**src/rtl/regfile_sb.sv**
```systemverilog
// regfile_sb: integer register file with a write-pending scoreboard.
// Combinational reads with writeback bypass; per-register in-flight counters.
module regfile_sb #(
    parameter int NREG  = 32,
    parameter int XLEN  = 64,
    parameter int CNT_W = 2
) (
    input  logic            clk,
    input  logic            resetn,
    input  logic [4:0]      ra1,
    input  logic [4:0]      ra2,
    output logic [XLEN-1:0] rd1,
    output logic [XLEN-1:0] rd2,
    output logic            busy1,
    output logic            busy2,
    input  logic            wvalid,
    input  logic [4:0]      wa,
    input  logic [XLEN-1:0] wd,
    input  logic            issue_valid,
    input  logic [4:0]      issue_rd,
    output logic            issue_ready,
    input  logic            flush
);

    localparam logic [CNT_W-1:0] CNT_MAX = '1;
    localparam logic [CNT_W-1:0] CNT_ONE = CNT_W'(1);

    logic [XLEN-1:0]  regs [1:NREG-1];
    logic [CNT_W-1:0] cnt  [1:NREG-1];

    logic [CNT_W-1:0] cnt1;
    logic [CNT_W-1:0] cnt2;
    logic [CNT_W-1:0] cnt_iss;
    logic             hit1;
    logic             hit2;
    logic [NREG-1:1]  inc;
    logic [NREG-1:1]  dec;

    assign hit1 = wvalid && (wa == ra1);
    assign hit2 = wvalid && (wa == ra2);

    // Counter lookups; x0 has no counter and reads as idle.
    always_comb begin
        cnt1    = '0;
        cnt2    = '0;
        cnt_iss = '0;
        if (ra1 != 5'd0)      cnt1    = cnt[ra1];
        if (ra2 != 5'd0)      cnt2    = cnt[ra2];
        if (issue_rd != 5'd0) cnt_iss = cnt[issue_rd];
    end

    // Read port 1: x0 is zero, a same-cycle writeback wins over storage.
    always_comb begin
        rd1 = '0;
        if (ra1 != 5'd0) begin
            if (hit1) rd1 = wd;
            else      rd1 = regs[ra1];
        end
    end

    // Read port 2: same rules as port 1.
    always_comb begin
        rd2 = '0;
        if (ra2 != 5'd0) begin
            if (hit2) rd2 = wd;
            else      rd2 = regs[ra2];
        end
    end

    // Stall unless nothing is pending or the last writer lands this cycle.
    always_comb begin
        busy1 = (ra1 != 5'd0) && (cnt1 != '0) && !((cnt1 == CNT_ONE) && hit1);
        busy2 = (ra2 != 5'd0) && (cnt2 != '0) && !((cnt2 == CNT_ONE) && hit2);
    end

    assign issue_ready = (issue_rd == 5'd0) || (cnt_iss != CNT_MAX);

    // Per-register increment/decrement requests for this edge.
    always_comb begin
        inc = '0;
        dec = '0;
        for (int r = 1; r < NREG; r++) begin
            inc[r] = issue_valid && issue_ready && !flush
                     && (issue_rd == 5'(r));
            dec[r] = wvalid && (wa == 5'(r)) && (cnt[r] != '0);
        end
    end

    // Architectural storage; writes to x0 are dropped.
    always_ff @(posedge clk or negedge resetn) begin
        if (!resetn) begin
            for (int r = 1; r < NREG; r++) regs[r] <= '0;
        end else if (wvalid && (wa != 5'd0)) begin
            regs[wa] <= wd;
        end
    end

    // Pending counters; flush squashes every in-flight writer.
    always_ff @(posedge clk or negedge resetn) begin
        if (!resetn) begin
            for (int r = 1; r < NREG; r++) cnt[r] <= '0;
        end else begin
            for (int r = 1; r < NREG; r++) begin
                if (flush)                 cnt[r] <= '0;
                else if (inc[r] && !dec[r]) cnt[r] <= cnt[r] + CNT_ONE;
                else if (dec[r] && !inc[r]) cnt[r] <= cnt[r] - CNT_ONE;
            end
        end
    end

endmodule

```
**config.mk**
```make
export PLATFORM = sky130hd
export DESIGN_NAME = regfile_sb
export DESIGN_NICKNAME = d
export VERILOG_FILES = /design/src/rtl/regfile_sb.sv
export SDC_FILE = /design/constraint.sdc
export NUM_CORES = 2
export LEC_CHECK = 0
export ABC_AREA = 0
export ABC_CLOCK_PERIOD_IN_PS = 5650
export CORE_UTILIZATION = 51
export CTS_BUF_LIST = sky130_fd_sc_hd__clkbuf_4 sky130_fd_sc_hd__clkbuf_8
export CTS_CLUSTER_SIZE = 30
export DETAILED_ROUTE_END_ITERATION = 12
export GPL_ROUTABILITY_DRIVEN = 0
export HOLD_SLACK_MARGIN = 0.15
export PLACE_DENSITY = 0.67
export SLEW_MARGIN = 20
export SYNTH_ARGS = -nofsm -noshare
export SYNTH_HDL_FRONTEND = slang
export SYNTH_SLANG_ARGS = --single-unit
```
**constraint.sdc**
```tcl
create_clock -name clk -period 5.65 [get_ports clk]
set_clock_uncertainty 0.1 [all_clocks]
set_input_delay 1.695 -clock clk [delete_from_list [all_inputs] [get_ports clk]]
set_output_delay 1.695 -clock clk [all_outputs]
set_load 0.03 [all_outputs]
```
# Yosys cells after proc, flatten, opt, wreduce, memory -nomap -nowiden

Cells that the tools add are included.

Bitwise logic cells: 4
Multiplexer cells: 118
Reduce and logical (&&, ||, !) cells: 302
Add/subtract/negate cells: 62
Shifts and indexed selects: 0
Eq/ne operators: 67
Div/mod/pow operators: 0
Multiply operators: 0
Order comparisons: 5

Operator list:

| operator                                                             | number |
|---|---|
| 1984-bit bitwise mux                                                 | 1 |
| 64-bit binary-select mux with 5-bit select                           | 2 |
| 64-bit 2-to-1 mux                                                    | 9 |
| 64-bit demux with 5-bit select                                       | 1 |
| 2-bit 2-to-1 mux                                                     | 102 |
| 1-bit logical AND                                                    | 167 |
| 5-bit == test, second input constant                                 | 32 |
| 3-bit nonzero test                                                   | 31 |
| 5-bit by 4-bit == test with 1-bit output, second input constant      | 16 |
| 2-bit nonzero test                                                   | 33 |
| 1-bit zero test                                                      | 65 |
| 2-bit by 1-bit adder with 2-bit output, second input constant        | 31 |
| 2-bit by 1-bit subtractor with 2-bit output, second input constant   | 31 |
| 5-bit by 3-bit == test with 1-bit output, second input constant      | 8 |
| 2-bit binary-select mux with 5-bit select                            | 3 |
| 6-bit greater-or-equal comparator, second input constant             | 4 |
| 5-bit NOT with 6-bit output                                          | 4 |
| 5-bit by 2-bit == test with 1-bit output, second input constant      | 4 |
| 5-bit nonzero test                                                   | 4 |
| 5-bit by 1-bit == test with 1-bit output, second input constant      | 2 |
| 5-bit == test                                                        | 2 |
| 6-bit by 1-bit < comparator with 1-bit output, second input constant | 1 |
| 5-bit zero test                                                      | 1 |
| 2-bit by 1-bit == test with 1-bit output, second input constant      | 2 |
| 2 further kinds                                                      | 2 |

Output and inout port bits: 131
RAM bits: 0
Register bits: 2,046
ROM bits: 0
Memories: 0
Bits in latches: 0
Word-level logic and storage cells: 620
Input port bits: 89

# Depth between registers and ports, before layout

Depth in word-level cells: 15
Gate-level depth with buffers: 10
Gate-level depth less buffers: 6

# Worst setup path after synthesis

OpenSTA, ideal clock, no wires.

Path type: input to output
From: in ra2[0]
To: out rd2[10]
Buffers on the path: 3
Required time: 3.855 ns
Slack: -0.104 ns
Stages on the path: 7
Arrival: 3.959 ns
Path through: buf_4 -> buf_2 -> buf_1 -> mux4_2 -> mux4_2 -> mux2i_1 -> o21ai_0

Cells in the longest elaborated chain, start to end: 6
Elaborated cells on any way between the ends: 9
Classes of those cells: eq/ne: 1; mux: 5; bitwise: 1; reduce/logical: 2

Ends and longest elaborated chain:

| element                                              | line | source |
|---|---|---|
| start, declared                                      | 11   | `input logic [4:0] ra2,` |
| 5-bit NOT with 6-bit output (implied by the code)    | 66   | `else rd2 = regs[ra2];` |
| 64-bit binary-select mux with 5-bit select           | 66   |  |
| 64-bit 2-to-1 mux (implied by the code) (2 in a row) | 66   |  |
| 64-bit 2-to-1 mux                                    | 65   | `if (hit2) rd2 = wd;` |
| 64-bit 2-to-1 mux *                                  | 64   | `if (ra2 != 5'd0) begin` |
| end, declared                                        | 13   | `output logic [XLEN-1:0] rd2,` |

Mark *: on every way between the ends. The rest lies on a longest branch, timed or not. The select of a mux whose other input is x is not followed.

# Worst setup path after layout

From: in ra2[0]
To: out rd2[29]

Same word-level chain as after synthesis.

==> results_dict.tcl <==
set metrics [dict create \
    critical_path_class "input port to primary output" \
    power_per_cell_area_mw_per_mm2 338.4 \
    drt_drc_violations_left 0 \
    fin_crit_sh_pct 104.0 \
    core_area_mm2 0.2174 \
    io_buffers 219 \
    ios 220 \
    crit_arrival_ns 4.08 \
    netlist_instances 8366 \
    clk_path_buf_depth 4 \
    p_int_mw 32.65 \
    maxCapViolCount 0 \
    yosysMostFrequentCell "dfrtp_1" \
    grt_pass1_wl_um 577000 \
    ys_seq_elements 2046 \
    setup_tns_ns -5.817 \
    routedWlPerCell_um 32.61 \
    num-nets-final 9074 \
    hold_class "register to register" \
    crit_fanout 7 \
    grt_max_degree 128 \
    fin_total_pwr_mw 45.87 \
    synth_edf_count 0 \
    worst_slew_margin_rel_pct 23.55 \
    antenna_found_initial 11 \
    power_frac_clock_pct 32.7 \
    wirelength_um 394700 \
    die_area_mm2 0.2209 \
    synth_cell_types 64 \
    ys_warn_count 0 \
    period_needed_ns 5.874 \
    hold_viol 0 \
    clockRootBuffer "clkbuf_8" \
    cts-buffers-inserted 362 \
    start_kind "input port" \
    ant_nets 0 \
    finalMaxSlewViolations 0 \
    final_util_pct 62.36 \
    rsz0062_at_grt "yes" \
    avgSynthCellArea_um2 13.35 \
    drt_iter0_drc 10070 \
    grt_pass1_vias 84280 \
    grt_usage_pct 35.74 \
    synth_flop_cell "dfrtp_1" \
    async_reset_ff_share_pct 100.0 \
    syn_area_mm2 0.1117 \
    drt-pass1-iter-count 8 \
    worstHoldStart "regs[563]" \
    crit_start "ra2[0]" \
    path_clk_slew_ns 0.06 \
    ys_seq_area_share_pct 45.83 \
    stdcell_count 12100 \
    die_w_um 470.0 \
    pwr-share-seq_pct 42.6 \
    irDropWorstVdd_mv 0.2442 \
    row_count 171 \
    violations "setup timing" \
    netlist.area_leader.share_pct 45.83 \
    synth_area_leaders "dfrtp_1 46%, mux4_2 24%, mux2_2 16%" \
    syn2layout_area_growth_pct 21.34 \
    cp.required_ns 3.86 \
    gr-total-overflow 0 \
    setup_ws_ns -0.2239 \
    clk-insertion-delay-late_ns 1.08 \
    switching_share_pct 28.82 \
    r2r-start "cnt[39]" \
    htreeDepth 5 \
    setup_violations 76 \
    worst_slew_pin_slew_ns 1.147 \
    p_switching_mw 13.22 \
    via_count 81740 \
    synth_common_cells "2046 x dfrtp_1, 1896 x nand2_1, 1547 x mux2_2, 1192 x mux4_2, 588 x clkbuf_1" \
    outcome "complete, but fails checks" \
    syn_nets 8455 \
    drive_gt1_share_pct 49.63 \
    die_h_um 470.0 \
    vias_per_cell 6.753 \
    dp.cells 11270 \
    dp_hpwl_um 219700 \
    numClockSinks 2046 \
    initial_core_util_pct 51.40 \
    synth_area_leader_cell "dfrtp_1" \
    cp-end-kind "primary output" \
    cts_tree "done" \
    power.leakage_nw 60.85 \
    fmax_mhz 170.2 \
    p_comb_share_pct 24.7 \
]
## metrics by stage
step / setup slack, ns / hold slack, ns / area, um2
finish: -0.2239 / 0.3928 / 135600
global route: -0.2496 / 0.4167 / 135600
CTS: -0.1903 / 0.3946 / 134700
detailed placement: -0.6182 / 0.3791 / 122400
global placement: -0.6884 / 0.3692 / 122400
floorplan: -0.03521 / 0.3576 / 111700
## sequential cells by signal (all words and copies together), names as in the netlist
signal,flops
cnt,62
regs,1984
## worst max-delay path, cell delays in order
cell and delay [ns]:
buf_16 0.13, buf_16 0.17, buf_16 0.16, buf_12 0.13, buf_12 0.13, mux4_2 0.51
mux4_2 0.51, mux2i_1 0.20, buf_4 0.19, o21ai_2 0.06, buf_6 0.13
## path summary, 6_finish.rpt
kind | end | slack (ns) | cells past startpoint
max reg2reg | cnt[59] | 2.68 | 7
max in group asynchronous | regs[61] | 3.51 | 2
max | rd2[29] | -0.22 | 11
min in group asynchronous | regs[1980] | 0.51 | 1
min | regs[563] | 0.39 | 2
min reg2reg | regs[563] | 0.39 | 2
## layout by cell type (no fill, tap or decap), types with 48 or more instances in the layout
cell type / synthesis / routed
a21oi_1: 55 / 54
a22o_1: 129 / 129
buf_12: 0 / 283
buf_16: 0 / 71
buf_4: 3 / 505
buf_6: 2 / 112
clkbuf_4: 0 / 90
clkbuf_8: 0 / 459
clkdlybuf4s50_1: 0 / 70
clkinv_2: 0 / 48
dfrtp_1: 2046 / 2046
mux2_2: 1547 / 1546
mux2i_1: 133 / 75
mux4_2: 1192 / 1192
nand2_1: 1896 / 1877
nor2_1: 96 / 81
o21ai_1: 2 / 51
o21ai_2: 1 / 58
## power by group through the flow
| stage | Clock (mW) | Sequential (mW) | Combinational (mW) |
|---|---|---|---|
| floorplan | 0 | 18.9 | 7.32 |
| global placement | 0 | 19.4 | 10.2 |
| CTS | 15.1 | 19.4 | 11.1 |
| global route | 15.8 | 19.8 | 11.9 |
| detailed placement | 0 | 19.6 | 10.5 |
| finish | 15.0 | 19.5 | 11.3 |
## repair_timing
action | in CTS | in global routing
hold buffers | 0 | 0
gates resized for setup | 437 | 151
setup endpoints to repair | 131 | 124
gates cloned | 55 | 17
buffers inserted | 128 | 52
pin swaps | 38 | 70
## cell families after synthesis
| logic type | after synthesis | synth area share (%) |
|---|---|---|
| mux | 2875 | 40.84 |
| simple gates | 2163 | 7.656 |
| flops | 2046 | 45.83 |
| xor+xnor | 26 | 0.2038 |
| compound gates | 401 | 2.401 |
| buf+inv | 855 | 3.071 |
## final cells by class
cell class	count	area, um2
Fill cell	15840	81810
Multi-Input combinational cell	5465	58480
Sequential cell	2046	51200
Timing Repair Buffer	1100	14480
Clock buffer	549	6993
Tap cell	2854	3571
Clock inverter	72	784.5
Inverter	10	37.54
Antenna cell	8	20.02
## metal layers
| metal | routed length, um | share of wire (%) | GRT usage [%] |
|---|---|---|---|
| met1 | 144000 | 36 | 46.54 |
| met2 | 185900 | 47 | 55.72 |
| met3 | 40410 | 10 | 8.140 |
| met4 | 24330 | 6.2 | 19.75 |
| met5 | 34 | 0.0086 | 0 |
Note: power is estimated with default switching activity, not from simulation.
